==> src/rtl/monitor_pkg.sv <==
// Shared definitions for the gate pattern monitor: FSM state encoding and
// the default counter width.
package monitor_pkg;

  localparam int CNT_W_DEF = 20;

  typedef enum logic [1:0] {
    ST_IDLE  = 2'd0,
    ST_RUN   = 2'd1,
    ST_STALL = 2'd2
  } mon_state_t;

endpackage

==> src/rtl/edge_detect.sv <==
// Registers an N-bit vector once and flags rising/falling edges by comparing
// the registered value against the previous registered value.
module edge_detect #(
  parameter int N = 4
) (
  input  logic         clk,
  input  logic         rst,
  input  logic         ce,
  input  logic [N-1:0] d,
  output logic [N-1:0] cur,
  output logic [N-1:0] rise,
  output logic [N-1:0] fall
);

  logic [N-1:0] cur_q, cur_d;
  logic [N-1:0] prev_q, prev_d;

  // Next-state: sample input, shift current into history.
  always_comb begin
    cur_d  = d;
    prev_d = cur_q;
  end

  // History registers hold while disabled so edges straddling a CE-low gap still show.
  always_ff @(posedge clk or negedge rst) begin
    if (!rst) begin
      cur_q  <= {N{1'b0}};
      prev_q <= {N{1'b0}};
    end else if (ce) begin
      cur_q  <= cur_d;
      prev_q <= prev_d;
    end
  end

  assign cur  = cur_q;
  assign rise = cur_q & ~prev_q;
  assign fall = ~cur_q & prev_q;

endmodule

==> src/rtl/gate_pattern_monitor.sv <==
// Measures period, on-time, dead-time and secondary phase of a gate-drive
// pattern, with stall detection and sticky shoot-through flags.
module gate_pattern_monitor
  import monitor_pkg::*;
#(
  parameter int CNT_W = CNT_W_DEF
) (
  input  logic             clk,
  input  logic             rst,
  input  logic             CE,
  input  logic [3:0]       Sp,
  input  logic [3:0]       Ss,
  input  logic             fault_clr,
  output logic [CNT_W-1:0] period,
  output logic [CNT_W-1:0] t_on,
  output logic [CNT_W-1:0] dead,
  output logic [CNT_W-1:0] phase,
  output logic             phase_ok,
  output logic             meas_valid,
  output logic             stall,
  output logic [1:0]       fault
);

  localparam logic [CNT_W-1:0] CNT_MAX  = {CNT_W{1'b1}};
  localparam logic [CNT_W-1:0] CNT_ZERO = {CNT_W{1'b0}};
  localparam logic [CNT_W-1:0] CNT_ONE  = {{(CNT_W-1){1'b0}}, 1'b1};

  function automatic logic [CNT_W-1:0] sat_inc(input logic [CNT_W-1:0] v);
    if (v == CNT_MAX) sat_inc = CNT_MAX;
    else              sat_inc = v + CNT_ONE;
  endfunction

  logic [7:0] in_cur_s, in_rise_s, in_fall_s;
  logic       edges_unused_s;

  edge_detect #(.N(8)) u_edge (
    .clk  (clk),
    .rst  (rst),
    .ce   (CE),
    .d    ({Ss, Sp}),
    .cur  (in_cur_s),
    .rise (in_rise_s),
    .fall (in_fall_s)
  );

  logic [3:0] sp_cur_s, ss_cur_s;
  logic       sp0_rise_s, sp0_fall_s, sp1_rise_s, ss0_rise_s;

  assign sp_cur_s       = in_cur_s[3:0];
  assign ss_cur_s       = in_cur_s[7:4];
  assign sp0_rise_s     = in_rise_s[0];
  assign sp1_rise_s     = in_rise_s[1];
  assign ss0_rise_s     = in_rise_s[4];
  assign sp0_fall_s     = in_fall_s[0];
  assign edges_unused_s = ^{in_rise_s[7:5], in_rise_s[3:2], in_fall_s[7:1]};

  mon_state_t       state_q, state_d;
  logic [CNT_W-1:0] per_cnt_q, per_cnt_d, ton_cnt_q, ton_cnt_d;
  logic [CNT_W-1:0] dead_cnt_q, dead_cnt_d, ph_cnt_q, ph_cnt_d;
  logic             dead_run_q, dead_run_d, dead_done_q, dead_done_d;
  logic             ph_run_q, ph_run_d, ph_done_q, ph_done_d;
  logic [CNT_W-1:0] period_q, period_d, t_on_q, t_on_d;
  logic [CNT_W-1:0] dead_q, dead_d, phase_q, phase_d;
  logic             phase_ok_q, phase_ok_d, meas_valid_q, meas_valid_d;
  logic             stall_q, stall_d;
  logic [1:0]       fault_q, fault_d;
  logic             restart_s, advance_s;
  logic [CNT_W-1:0] per_inc_s;

  // FSM next state, measurement latching, counters and fault flags.
  always_comb begin
    state_d      = state_q;
    per_cnt_d    = per_cnt_q;
    ton_cnt_d    = ton_cnt_q;
    dead_cnt_d   = dead_cnt_q;
    dead_run_d   = dead_run_q;
    dead_done_d  = dead_done_q;
    ph_cnt_d     = ph_cnt_q;
    ph_run_d     = ph_run_q;
    ph_done_d    = ph_done_q;
    period_d     = period_q;
    t_on_d       = t_on_q;
    dead_d       = dead_q;
    phase_d      = phase_q;
    phase_ok_d   = phase_ok_q;
    meas_valid_d = 1'b0;
    stall_d      = stall_q;
    restart_s    = 1'b0;
    advance_s    = 1'b0;
    per_inc_s    = sat_inc(per_cnt_q);

    // A live violation beats a simultaneous clear.
    fault_d[0] = ((sp_cur_s[0] & sp_cur_s[1]) | (sp_cur_s[2] & sp_cur_s[3])) |
                 (fault_q[0] & ~fault_clr);
    fault_d[1] = ((ss_cur_s[0] & ss_cur_s[1]) | (ss_cur_s[2] & ss_cur_s[3])) |
                 (fault_q[1] & ~fault_clr);

    case (state_q)
      ST_IDLE: begin
        if (sp0_rise_s) begin
          state_d   = ST_RUN;
          restart_s = 1'b1;
        end else begin
          state_d = ST_IDLE;
        end
      end
      ST_RUN: begin
        if (sp0_rise_s) begin
          period_d     = per_cnt_q;
          t_on_d       = ton_cnt_q;
          dead_d       = dead_done_q ? dead_cnt_q : CNT_ZERO;
          phase_d      = ph_done_q ? ph_cnt_q : CNT_ZERO;
          phase_ok_d   = ph_done_q;
          meas_valid_d = 1'b1;
          restart_s    = 1'b1;
        end else begin
          advance_s = 1'b1;
          if (per_inc_s == CNT_MAX) begin
            state_d = ST_STALL;
            stall_d = 1'b1;
          end else begin
            state_d = ST_RUN;
          end
        end
      end
      ST_STALL: begin
        if (sp0_rise_s) begin
          state_d   = ST_RUN;
          stall_d   = 1'b0;
          restart_s = 1'b1;
        end else begin
          state_d = ST_STALL;
        end
      end
      default: begin
        state_d = ST_IDLE;
        stall_d = 1'b0;
      end
    endcase

    if (restart_s) begin
      per_cnt_d   = CNT_ONE;
      ton_cnt_d   = CNT_ONE;
      dead_cnt_d  = CNT_ZERO;
      dead_run_d  = 1'b0;
      dead_done_d = 1'b0;
      // Secondary rising together with the primary counts as zero phase.
      ph_cnt_d    = ss0_rise_s ? CNT_ZERO : CNT_ONE;
      ph_run_d    = ~ss0_rise_s;
      ph_done_d   = ss0_rise_s;
    end else if (advance_s) begin
      per_cnt_d = per_inc_s;
      ton_cnt_d = sp_cur_s[0] ? sat_inc(ton_cnt_q) : ton_cnt_q;
      if (dead_run_q) begin
        if (sp1_rise_s) begin
          dead_run_d  = 1'b0;
          dead_done_d = 1'b1;
        end else begin
          dead_cnt_d = sat_inc(dead_cnt_q);
        end
      end else if (sp0_fall_s && !dead_done_q) begin
        dead_cnt_d = CNT_ONE;
        dead_run_d = 1'b1;
      end else begin
        dead_cnt_d = dead_cnt_q;
      end
      if (ph_run_q) begin
        if (ss0_rise_s) begin
          ph_run_d  = 1'b0;
          ph_done_d = 1'b1;
        end else begin
          ph_cnt_d = sat_inc(ph_cnt_q);
        end
      end else begin
        ph_cnt_d = ph_cnt_q;
      end
    end else begin
      per_cnt_d = per_cnt_q;
    end
  end

  // State and measurement registers; everything freezes while CE is low.
  always_ff @(posedge clk or negedge rst) begin
    if (!rst) begin
      state_q      <= ST_IDLE;
      per_cnt_q    <= CNT_ZERO;
      ton_cnt_q    <= CNT_ZERO;
      dead_cnt_q   <= CNT_ZERO;
      dead_run_q   <= 1'b0;
      dead_done_q  <= 1'b0;
      ph_cnt_q     <= CNT_ZERO;
      ph_run_q     <= 1'b0;
      ph_done_q    <= 1'b0;
      period_q     <= CNT_ZERO;
      t_on_q       <= CNT_ZERO;
      dead_q       <= CNT_ZERO;
      phase_q      <= CNT_ZERO;
      phase_ok_q   <= 1'b0;
      meas_valid_q <= 1'b0;
      stall_q      <= 1'b0;
      fault_q      <= 2'b00;
    end else if (CE) begin
      state_q      <= state_d;
      per_cnt_q    <= per_cnt_d;
      ton_cnt_q    <= ton_cnt_d;
      dead_cnt_q   <= dead_cnt_d;
      dead_run_q   <= dead_run_d;
      dead_done_q  <= dead_done_d;
      ph_cnt_q     <= ph_cnt_d;
      ph_run_q     <= ph_run_d;
      ph_done_q    <= ph_done_d;
      period_q     <= period_d;
      t_on_q       <= t_on_d;
      dead_q       <= dead_d;
      phase_q      <= phase_d;
      phase_ok_q   <= phase_ok_d;
      meas_valid_q <= meas_valid_d;
      stall_q      <= stall_d;
      fault_q      <= fault_d;
    end
  end

  assign period     = period_q;
  assign t_on       = t_on_q;
  assign dead       = dead_q;
  assign phase      = phase_q;
  assign phase_ok   = phase_ok_q;
  assign meas_valid = meas_valid_q;
  assign stall      = stall_q;
  assign fault      = fault_q;

endmodule

==> config.mk <==
export PLATFORM = sky130hd
export DESIGN_NAME = gate_pattern_monitor
export DESIGN_NICKNAME = d
export VERILOG_FILES = /design/src/rtl/monitor_pkg.sv /design/src/rtl/edge_detect.sv /design/src/rtl/gate_pattern_monitor.sv
export SDC_FILE = /design/constraint.sdc
export NUM_CORES = 1
export LEC_CHECK = 0
export BUFFER_PORTS_ARGS = -buffer_cell sky130_fd_sc_hd__buf_2
export CAP_MARGIN = 20
export CORE_MARGIN = 2
export CORE_UTILIZATION = 45
export CTS_CLUSTER_DIAMETER = 150
export DETAILED_ROUTE_END_ITERATION = 12
export SLEW_MARGIN = 5
export SYNTH_ARGS = -nofsm -noshare
export SYNTH_HDL_FRONTEND = slang
export SYNTH_SLANG_ARGS = --single-unit
==> constraint.sdc <==
create_clock -name clk -period 3.25 [get_ports clk]
set_clock_uncertainty 0.2 [all_clocks]
set_input_delay 0.1625 -clock clk [delete_from_list [all_inputs] [get_ports clk]]
set_output_delay 0.1625 -clock clk [all_outputs]
set_load 0.01 [all_outputs]
Word level (Yosys, flattened, before mapping)
Index checks and enable logic that the tools add are counted.
{"block": "classes", "add_sub_neg": 4, "reduce_logical": 20, "mux": 52, "n_bitwise": 17, "eq_ne": 12}
{"cell": "20-bit two-way mux", "count": 20}
{"cell": "20-bit equality test, second input constant", "count": 5}
{"cell": "20-bit by 1-bit adder with 20-bit output, second input constant", "count": 4}
{"cell": "1-bit two-way mux", "count": 27}
{"cell": "4-bit AND reduction", "count": 4}
{"cell": "2-bit nonzero test", "count": 6}
{"cell": "1-bit AND", "count": 7}
{"cell": "2-bit two-way mux", "count": 3}
{"cell": "2-bit inequality test, second input constant", "count": 3}
{"cell": "2-bit one-hot mux with 3 select lines", "count": 1}
{"cell": "3-bit AND reduction", "count": 2}
{"cell": "5-bit AND", "count": 1}
{"cell": "5-bit NOT", "count": 1}
{"cell": "5-bit AND reduction", "count": 1}
{"cell": "1-bit NOT", "count": 4}
{"cell": "1-bit OR", "count": 4}
{"cell": "2-bit AND reduction", "count": 2}
{"cell": "3-bit by 2-bit inequality test with 1-bit output, second input constant", "count": 1}
{"cell": "1-bit one-hot mux with 3 select lines", "count": 1}
{"cell": "3-bit nonzero test", "count": 1}
{"cell": "3-bit OR reduction", "count": 1}
{"cell": "2-bit by 1-bit equality test with 1-bit output, second input constant", "count": 1}
{"cell": "2-bit equality test, second input constant", "count": 1}
{"cell": "2-bit zero test", "count": 1}
{"cell": "3 further kinds", "count": 3}
{"block": "word_totals", "reg_bits": 184, "elab_cells": 124, "output_inout_bits": 85}

Logic depth before layout (Yosys ltp)
Gate-level depths: netlist of run 1.
{"block": "logic_depth", "word_depth": 7, "ltp_mapped": 9, "ltp_nobuf": 7}

Hierarchy
From an unflattened synthesis of run 1, not the netlist that was laid out.
{"block": "hier_totals", "cells_unflattened": 985, "area_unflattened_um2": 9340.2}
{"module": "gate_pattern_monitor", "cells_per_inst": 935, "instances": 1, "area_each_um2": 8590.7}
{"module": "edge_detect", "cells_per_inst": 50, "instances": 1, "area_each_um2": 749.5}

Least setup slack after synthesis of run 1
Ideal clock, no wire load.
{"block": "synth_path", "kind": "flip-flop to flip-flop", "from": "register per_cnt_q[0]", "to": "register state_q[0]", "arrival_time_ns": 2.166, "stages_incl_launch_ff": 9, "setup_slack_ns": 0.766, "n_path_buf": 1, "t_required_ns": 2.932, "period_less_slack_ns": 2.484, "setup_ns": 0.118, "cell_sequence": "dfrtp_1 -> ha_1 -> nand4_1 -> or4_1 -> buf_2 -> nor3_2 -> nor3_1 -> a2111o_1 -> a21o_1"}
{"block": "synth_via", "elab_chain_cells": 6, "elab_cells_between_ends": 7, "cone_classes": "add/sub (1); eq/ne (2); mux (4)"}
{"item": "from (decl)", "line_no": "gate_pattern_monitor.sv:58", "text": "logic [CNT_W-1:0] per_cnt_q, per_cnt_d, ton_cnt_q, ton_cnt_d;"}
{"item": "from (signal assigned)", "line_no": "gate_pattern_monitor.sv:204", "text": "per_cnt_q <= per_cnt_d;"}
{"item": "20-bit by 1-bit adder with 20-bit output or 20-bit equality test (tied branches)", "line_no": "gate_pattern_monitor.sv:30, gate_pattern_monitor.sv:29"}
{"item": "20-bit two-way mux *", "line_no": "gate_pattern_monitor.sv:29", "text": "if (v == CNT_MAX) sat_inc = CNT_MAX;"}
{"item": "20-bit equality test *", "line_no": "gate_pattern_monitor.sv:118", "text": "if (per_inc_s == CNT_MAX) begin"}
{"item": "2-bit two-way mux *", "line_no": "gate_pattern_monitor.sv:118"}
{"item": "2-bit two-way mux *", "line_no": "gate_pattern_monitor.sv:108", "text": "if (sp0_rise_s) begin"}
{"item": "2-bit one-hot mux with 3 select lines *", "line_no": "gate_pattern_monitor.sv:98", "text": "case (state_q)"}
{"item": "to (signal assigned)", "line_no": "gate_pattern_monitor.sv:203", "text": "state_q <= state_d;"}
{"item": "to (decl)", "line_no": "gate_pattern_monitor.sv:57", "text": "mon_state_t state_q, state_d;"}
Every way passes the cells marked *; elsewhere a longest branch is shown, timed or not. The select of a mux whose other input is x is not followed.
A chain may end at the register's enable or synchronous reset.

Final worst setup path of run 1
Ends and elaborated chain as after synthesis.

==> impl_metrics.ini, run 1 <==
[final_layout]
final_common_cell = dfrtp_1
final_cell_mix = 182 x dfrtp_1, 144 x nand2_1, 120 x o21ai_0
fin_area_sq_um = 10200
drive_gt1_share_pct = 20.4
antennaDiodeCount = 0
register_area_sq_um = 4550
nFillCells = 1769
syn_to_final_growth_pct = 17.5
multi_input_area_sq_um = 3890
nets = 1023

[timing]
fmax_mhz = 362
hold_viol = 0
drv_slew = 0
setup_tns_ns = 0
setup_ws_ns = 0.490
rsz0062_at_grt = no
timing.final.crit_share_pct = 84.9
setup_viol = 0
maxSlewHeadroom_pct = 35.9
hold_ws_ns = 0.0586
worstMarginPinSlew_ns = 0.958
period_needed_ns = 2.76

[power]
seqPwrFrac_pct = 47.2
powerDensity_nw_per_um2 = 549
p_leak_uw = 0.00472
comb_power_share_pct = 13.6
p_int_uw = 4040
ir_worst_vdd_mv = 0.431
swShare_pct = 28.3
netSwitchingPower_uw = 1590
clkPwrFrac_pct = 39.2

[detailed_routing]
vias = 7086
drc = 0
wl_um = 19800
met3_length_um = 762
wl_met1_um = 10000
wl_per_cell_um = 15.5
viasPerCell = 5.54
wl_met2_um = 8750
drt_iter0_drc = 477
ant_nets = 0
highest_layer = met4
dr.pass1.iters = 5

[yosys]
netlist_instances = 916
ys_warn_count = 0
ys.flop_type = dfrtp_1
synth-edff-count = 0
syn-num-nets = 932
synth-seq-area-share_pct = 52.2
ys_ff_latch = 182
ys_async_sr_fraction_pct = 100
syn_avg_cell_area_sq_um = 9.53
ys_types = 50
synth_area_sq_um = 8730

[placed_design]
dp_hpwl_um = 13100
dp_worst_setup_slack_ns = 0.484
place_area_sq_um = 9520
port_buffers = 96
gp_congestion = 0.788

[worst_hold_path]
hp-class = input port to register

[run_status]
status = finished, final reports clean

[clocking]
cts_sinks = 182
cts_tree = done
cts_setup_buffers = 0
cts-buffers-inserted = 17
clockRootBuffer = clkbuf_16
htree_num_levels = 4
clockBufferDepth = 2
cts_hold_buf = 10
path_clk_slew_ns = 0.07
cts_resized = 0
insertion_delay_ns = 0.44

[die]
start_util_pct = 46.2
fp.coreArea_sq_um = 18900
die_area_sq_um = 20500
io_pins = 97
die_h_um = 143
die_w_um = 143
num_rows = 50

[global_route]
grtUsageTotal_pct = 20.3
antenna_found_initial = 0
grt_overflow = 0
first_global_vias = 6537
grt_max_degree = 83
grt_pass1_wl_um = 33500

[setup_path]
worst_setup_path_start_kind = register
cp-end-kind = register
cp_max_fo = 9
crit_type = register to register
worstPathRequired_ns = 3.38
critPathArrivalTime_ns = 2.89

[run]
maxCapViolations = 0
[sequential cells by signal, summed over array words and instances (netlist names), 3 cells and up]
| signal | cells |
|---|---|
| u_edge.prev_q | 3 |
| dead | 20 |
| period | 20 |
| dead_cnt_q | 20 |
| per_cnt_q | 20 |
| phase | 20 |
| ph_cnt_q | 20 |
| t_on | 20 |
| ton_cnt_q | 20 |
| u_edge.cur | 8 |
[kinds of logic (layout without fill, tap and decap cells)]
logic type      Yosys count  in the layout  share of synthesized area [%]
simple gates            315            315                           17.5
compound gates          288            288                           20.0
flops                   182            182                           52.2
buf+inv                  76            180                           3.36
mux                      48             48                           6.17
fa+ha+maj                 4              4                          0.574
xor+xnor                  3              3                          0.301
[cells in the mapped netlist (all sizes together), types with 5 or more instances]
cell	instances	area, sq um
and3	15	93.8
a31oi	22	138
mux2	46	518
nand2b	7	43.8
a22o	25	219
dfrtp	182	4550
nand3	42	210
o22a	13	114
nor2	44	165
buf	5	25.0
nor2b	5	31.3
nor3	11	60.1
a21oi	57	285
o31ai	20	150
clkbuf	52	196
or2	5	33.8
a21o	10	75.1
o21ai	124	621
nand2	144	541
nand4	17	136
o21a	7	52.6
nor4	7	71.3
inv	19	71.3
[worst paths after layout]
check / start / to / slack (ns) / cells after the start
worst min register to register: dead[5]$_DFFE_PN0P_ / dead[5]$_DFFE_PN0P_ / 0.27 / 2
max in group asynchronous: rst / per_cnt_q[6]$_DFFE_PN0P_ / 1.80 / 3
min in group asynchronous: rst / dead_cnt_q[12]$_DFFE_PN0P_ / 0.13 / 2
worst min-delay path: CE / state_q[1]$_DFFE_PN0P_ / 0.06 / 3
worst max register to register: per_cnt_q[0]$_DFFE_PN0P_ / state_q[0]$_DFFE_PN0P_ / 0.49 / 7
worst max-delay path: per_cnt_q[0]$_DFFE_PN0P_ / state_q[0]$_DFFE_PN0P_ / 0.49 / 7
[power by group through the flow]
| stage | clock (uW) | sequential [uW] | combinational, uW |
|---|---|---|---|
| after detailed placement | 0 | 2690 | 759 |
| after CTS | 2280 | 2650 | 772 |
| after global placement | 0 | 2690 | 753 |
| final | 2210 | 2650 | 765 |
| after floorplan | 0 | 2640 | 493 |
| after global routing | 2360 | 2690 | 866 |
[layer usage]
| metal | GRT usage, % | up-vias |
|---|---|---|
| met4 | 5.88 | 0 |
| met1 | 30.0 | 3420 |
| met3 | 3.92 | 21 |
| met5 | 0 | - |
| met2 | 30.4 | 152 |
| li1 | - | 3493 |
[area by class of cell]
cell class | instances | area share [%]
inverters | 19 | 0.696
well taps | 260 | 3.17
clock buffers | 17 | 4.15
multi-input cells | 658 | 38.0
clock inverters | 15 | 1.98
flip-flops and latches | 182 | 44.4
repair buffers | 129 | 7.56
[stage by stage]
step / std cells / utilization (%) / power, uW
5_1_grt: 1280 / 54.2 / 5910
4_1_cts: 1280 / 54.2 / 5700
3_5_place_dp: 1238 / 50.4 / 3450
2_1_floorplan: 916 / - / 3130
3_3_place_gp: 1238 / 50.4 / 3440
6_report: 1280 / 54.2 / 5630
[worst max-delay path: stages, from the launching register on]
cell and delay [ns]:
dfrtp_1 0.49, ha_1 0.31, nand4_1 0.23, or4_1 0.58, nor3_2 0.15, nor3_1 0.06
a2111o_1 0.44, a21o_1 0.19
(Power assumes the default switching activity.)
==> run 2: changes to the inputs <==
--- a/config.mk
+++ b/config.mk
@@ -11,6 +11,7 @@
 export CORE_UTILIZATION = 45
 export CTS_CLUSTER_DIAMETER = 150
 export DETAILED_ROUTE_END_ITERATION = 12
+export PLACE_DENSITY = 0.66
 export SLEW_MARGIN = 5
 export SYNTH_ARGS = -nofsm -noshare
 export SYNTH_HDL_FRONTEND = slang
==> constraint.sdc (replaced) <==
create_clock -name clk -period 2.25 [get_ports clk]
set_clock_uncertainty 0.2 [all_clocks]
set_input_delay 0.1125 -clock clk [delete_from_list [all_inputs] [get_ports clk]]
set_output_delay 0.1125 -clock clk [all_outputs]
set_load 0.01 [all_outputs]
==> run 2 against run 1 <==
  * The flow now finishes with violations (setup timing)
  * Final cell count up 7.7%
  * Critical path depth unchanged
  * Register-to-register slack worse by 0.60 ns
  * Maximum frequency up 17%
  * Combinational power up 92%
  * Clock power up 29%
  * Non-clock buffer count up 99
  * Power up 44%
  * Worst setup slack worse by 0.60 ns
  * Sequential share of layout area down 3.5 points
  * Critical path type unchanged
  * Largest cell class unchanged
==> impl_metrics.ini, run 2 (synthesized netlist as in run 1, its figures left out) <==
[clocking]
path_clk_slew_ns = 0.07
cts_sinks = 182
cts-buffers-inserted = 17
clockRootBuffer = clkbuf_16
clockBufferDepth = 2
cts_tree = done
insertion_delay_ns = 0.44
htree_num_levels = 4

[detailed_routing]
vias = 7554
drc = 0
viasPerCell = 5.48
wl_per_cell_um = 15.4
ant_nets = 0
wl_um = 21300
dr.pass1.iters = 5
drt_iter0_drc = 494

[power]
p_leak_uw = 0.00527
powerDensity_nw_per_um2 = 727
ir_worst_vdd_mv = 0.614

[global_route]
grt_overflow = 0
grt_pass1_wl_um = 35300
first_global_vias = 7269
antenna_found_initial = 0
grtUsageTotal_pct = 21.4
grt_max_degree = 65

[die]
die_w_um = 143
start_util_pct = 46.2
die_h_um = 143
io_pins = 97
num_rows = 50
die_area_sq_um = 20500
fp.coreArea_sq_um = 18900

[setup_path]
cp-startpoint = per_cnt_q[1]$_DFFE_PN0P_
r2r_cells = 7
worst_setup_path_start_kind = register
crit_type = register to register
cp-end-kind = register
r2r_slack_ns = -0.11
critPathArrivalTime_ns = 2.50
cp_max_fo = 4
rr_endpoint = state_q[0]$_DFFE_PN0P_
cp-endpoint = state_q[0]$_DFFE_PN0P_
r2r_start = per_cnt_q[1]$_DFFE_PN0P_
worstPathRequired_ns = 2.39

[final_layout]
nets = 1122
fin_area_sq_um = 11100
final_common_cell = dfrtp_1
syn_to_final_growth_pct = 27.5
finalCoreUtilization_pct = 58.9
antennaDiodeCount = 0
drive_gt1_share_pct = 29.4
final_cell_mix = 180 x dfrtp_1, 143 x nand2_1, 116 x o21ai_0

[placed_design]
port_buffers = 96
dp_hpwl_um = 14300
gp_congestion = 0.863
place_area_sq_um = 10300
dp_worst_setup_slack_ns = -0.0701

[run_status]
status = finished, violations left
violations = setup timing

[timing]
setup_ws_ns = -0.109
setup_viol = 3
maxSlewHeadroom_pct = 53.8
rsz0062_at_grt = yes
period_needed_ns = 2.36
fmax_mhz = 424
hold_viol = 0
timing.final.crit_share_pct = 105
worstMarginPinSlew_ns = 0.694
drv_slew = 0

[worst_hold_path]
hp-class = input port to async pin

[run]
maxCapViolations = 0
[run 2: cell types whose count changed in the layout (fill, tap and decap cells not counted), moves of 4 or more]
cell	change
buf_4	+90
buf_12	+5
buf_6	+4
bufinv_16	-4
o21ai_0	-4
o21ai_1	+4
[run 2: timing repair]
action / 4_1_cts / 5_1_grt
setup buffers: 0 / 8
hold buffers: 11 / 0
resized for setup: 4 / 25
pin swaps: 0 / 13
endpoints found under the hold margin: 196 / 0
endpoints found under the setup margin: 4 / 47
cloned: 0 / 0
[run 2: worst min-delay path by stage]
stage	end	start	depth (start not counted)
after floorplan	dead[0]$_DFFE_PN0P_	rst	0
after global placement	dead_cnt_q[8]$_DFFE_PN0P_	rst	1
after detailed placement	dead_cnt_q[8]$_DFFE_PN0P_	rst	1
after CTS	dead_cnt_q[8]$_DFFE_PN0P_	rst	2
after global routing	period[5]$_DFFE_PN0P_	rst	2
final	dead_cnt_q[8]$_DFFE_PN0P_	rst	2
[run 2: cell type report]
| type | instances | area [sq um] |
|---|---|---|
| fill | 1686 | 7760 |
| sequential | 182 | 4560 |
| multi-input combinational | 658 | 4030 |
| timing repair buffer | 228 | 1590 |
| clock buffer | 18 | 439 |
| tap | 260 | 325 |
| clock inverter | 14 | 118 |
| inverter | 19 | 71.3 |
[run 2: metrics by stage]
step	TNS (ns)	total power (uW)	instances	hold WS [ns]
5_1_grt	-0.506	8480	1379	0.0946
2_1_floorplan	-0.142	4550	916	-0.383
4_1_cts	-0.0787	8090	1371	0.0518
6_report	-0.168	8090	1379	0.0375
3_5_place_dp	-0.0923	5220	1328	-0.0608
3_3_place_gp	-0.0714	5190	1328	-0.0605
[run 2: metal layers]
| layer | wire length (um) | vias to the layer above | track usage [%] |
|---|---|---|---|
| met3 | 1090 | 26 | 4.56 |
| met5 | 0 | - | 0 |
| li1 | - | 3673 | - |
| met1 | 10200 | 3650 | 29.5 |
| met2 | 9720 | 205 | 34.0 |
| met4 | 270 | 0 | 6.45 |
[run 2: critical path, cell delays in order (launching register included)]
cell and delay (ns):
dfrtp_2 0.42, buf_6 0.12, nand4_1 0.23, nor4_4 0.37
xor2_1 0.21, nand4_1 0.12, a2111o_1 0.42, a21o_1 0.17
[run 2: power breakdown]
part	total (uW)	internal (uW)	leakage, uW	switching, uW
logic	1470	671	0.00254	802
registers	3770	3520	0.00247	247
clock network	2850	1470	0.000265	1380
total	8090	5660	0.00527	2420
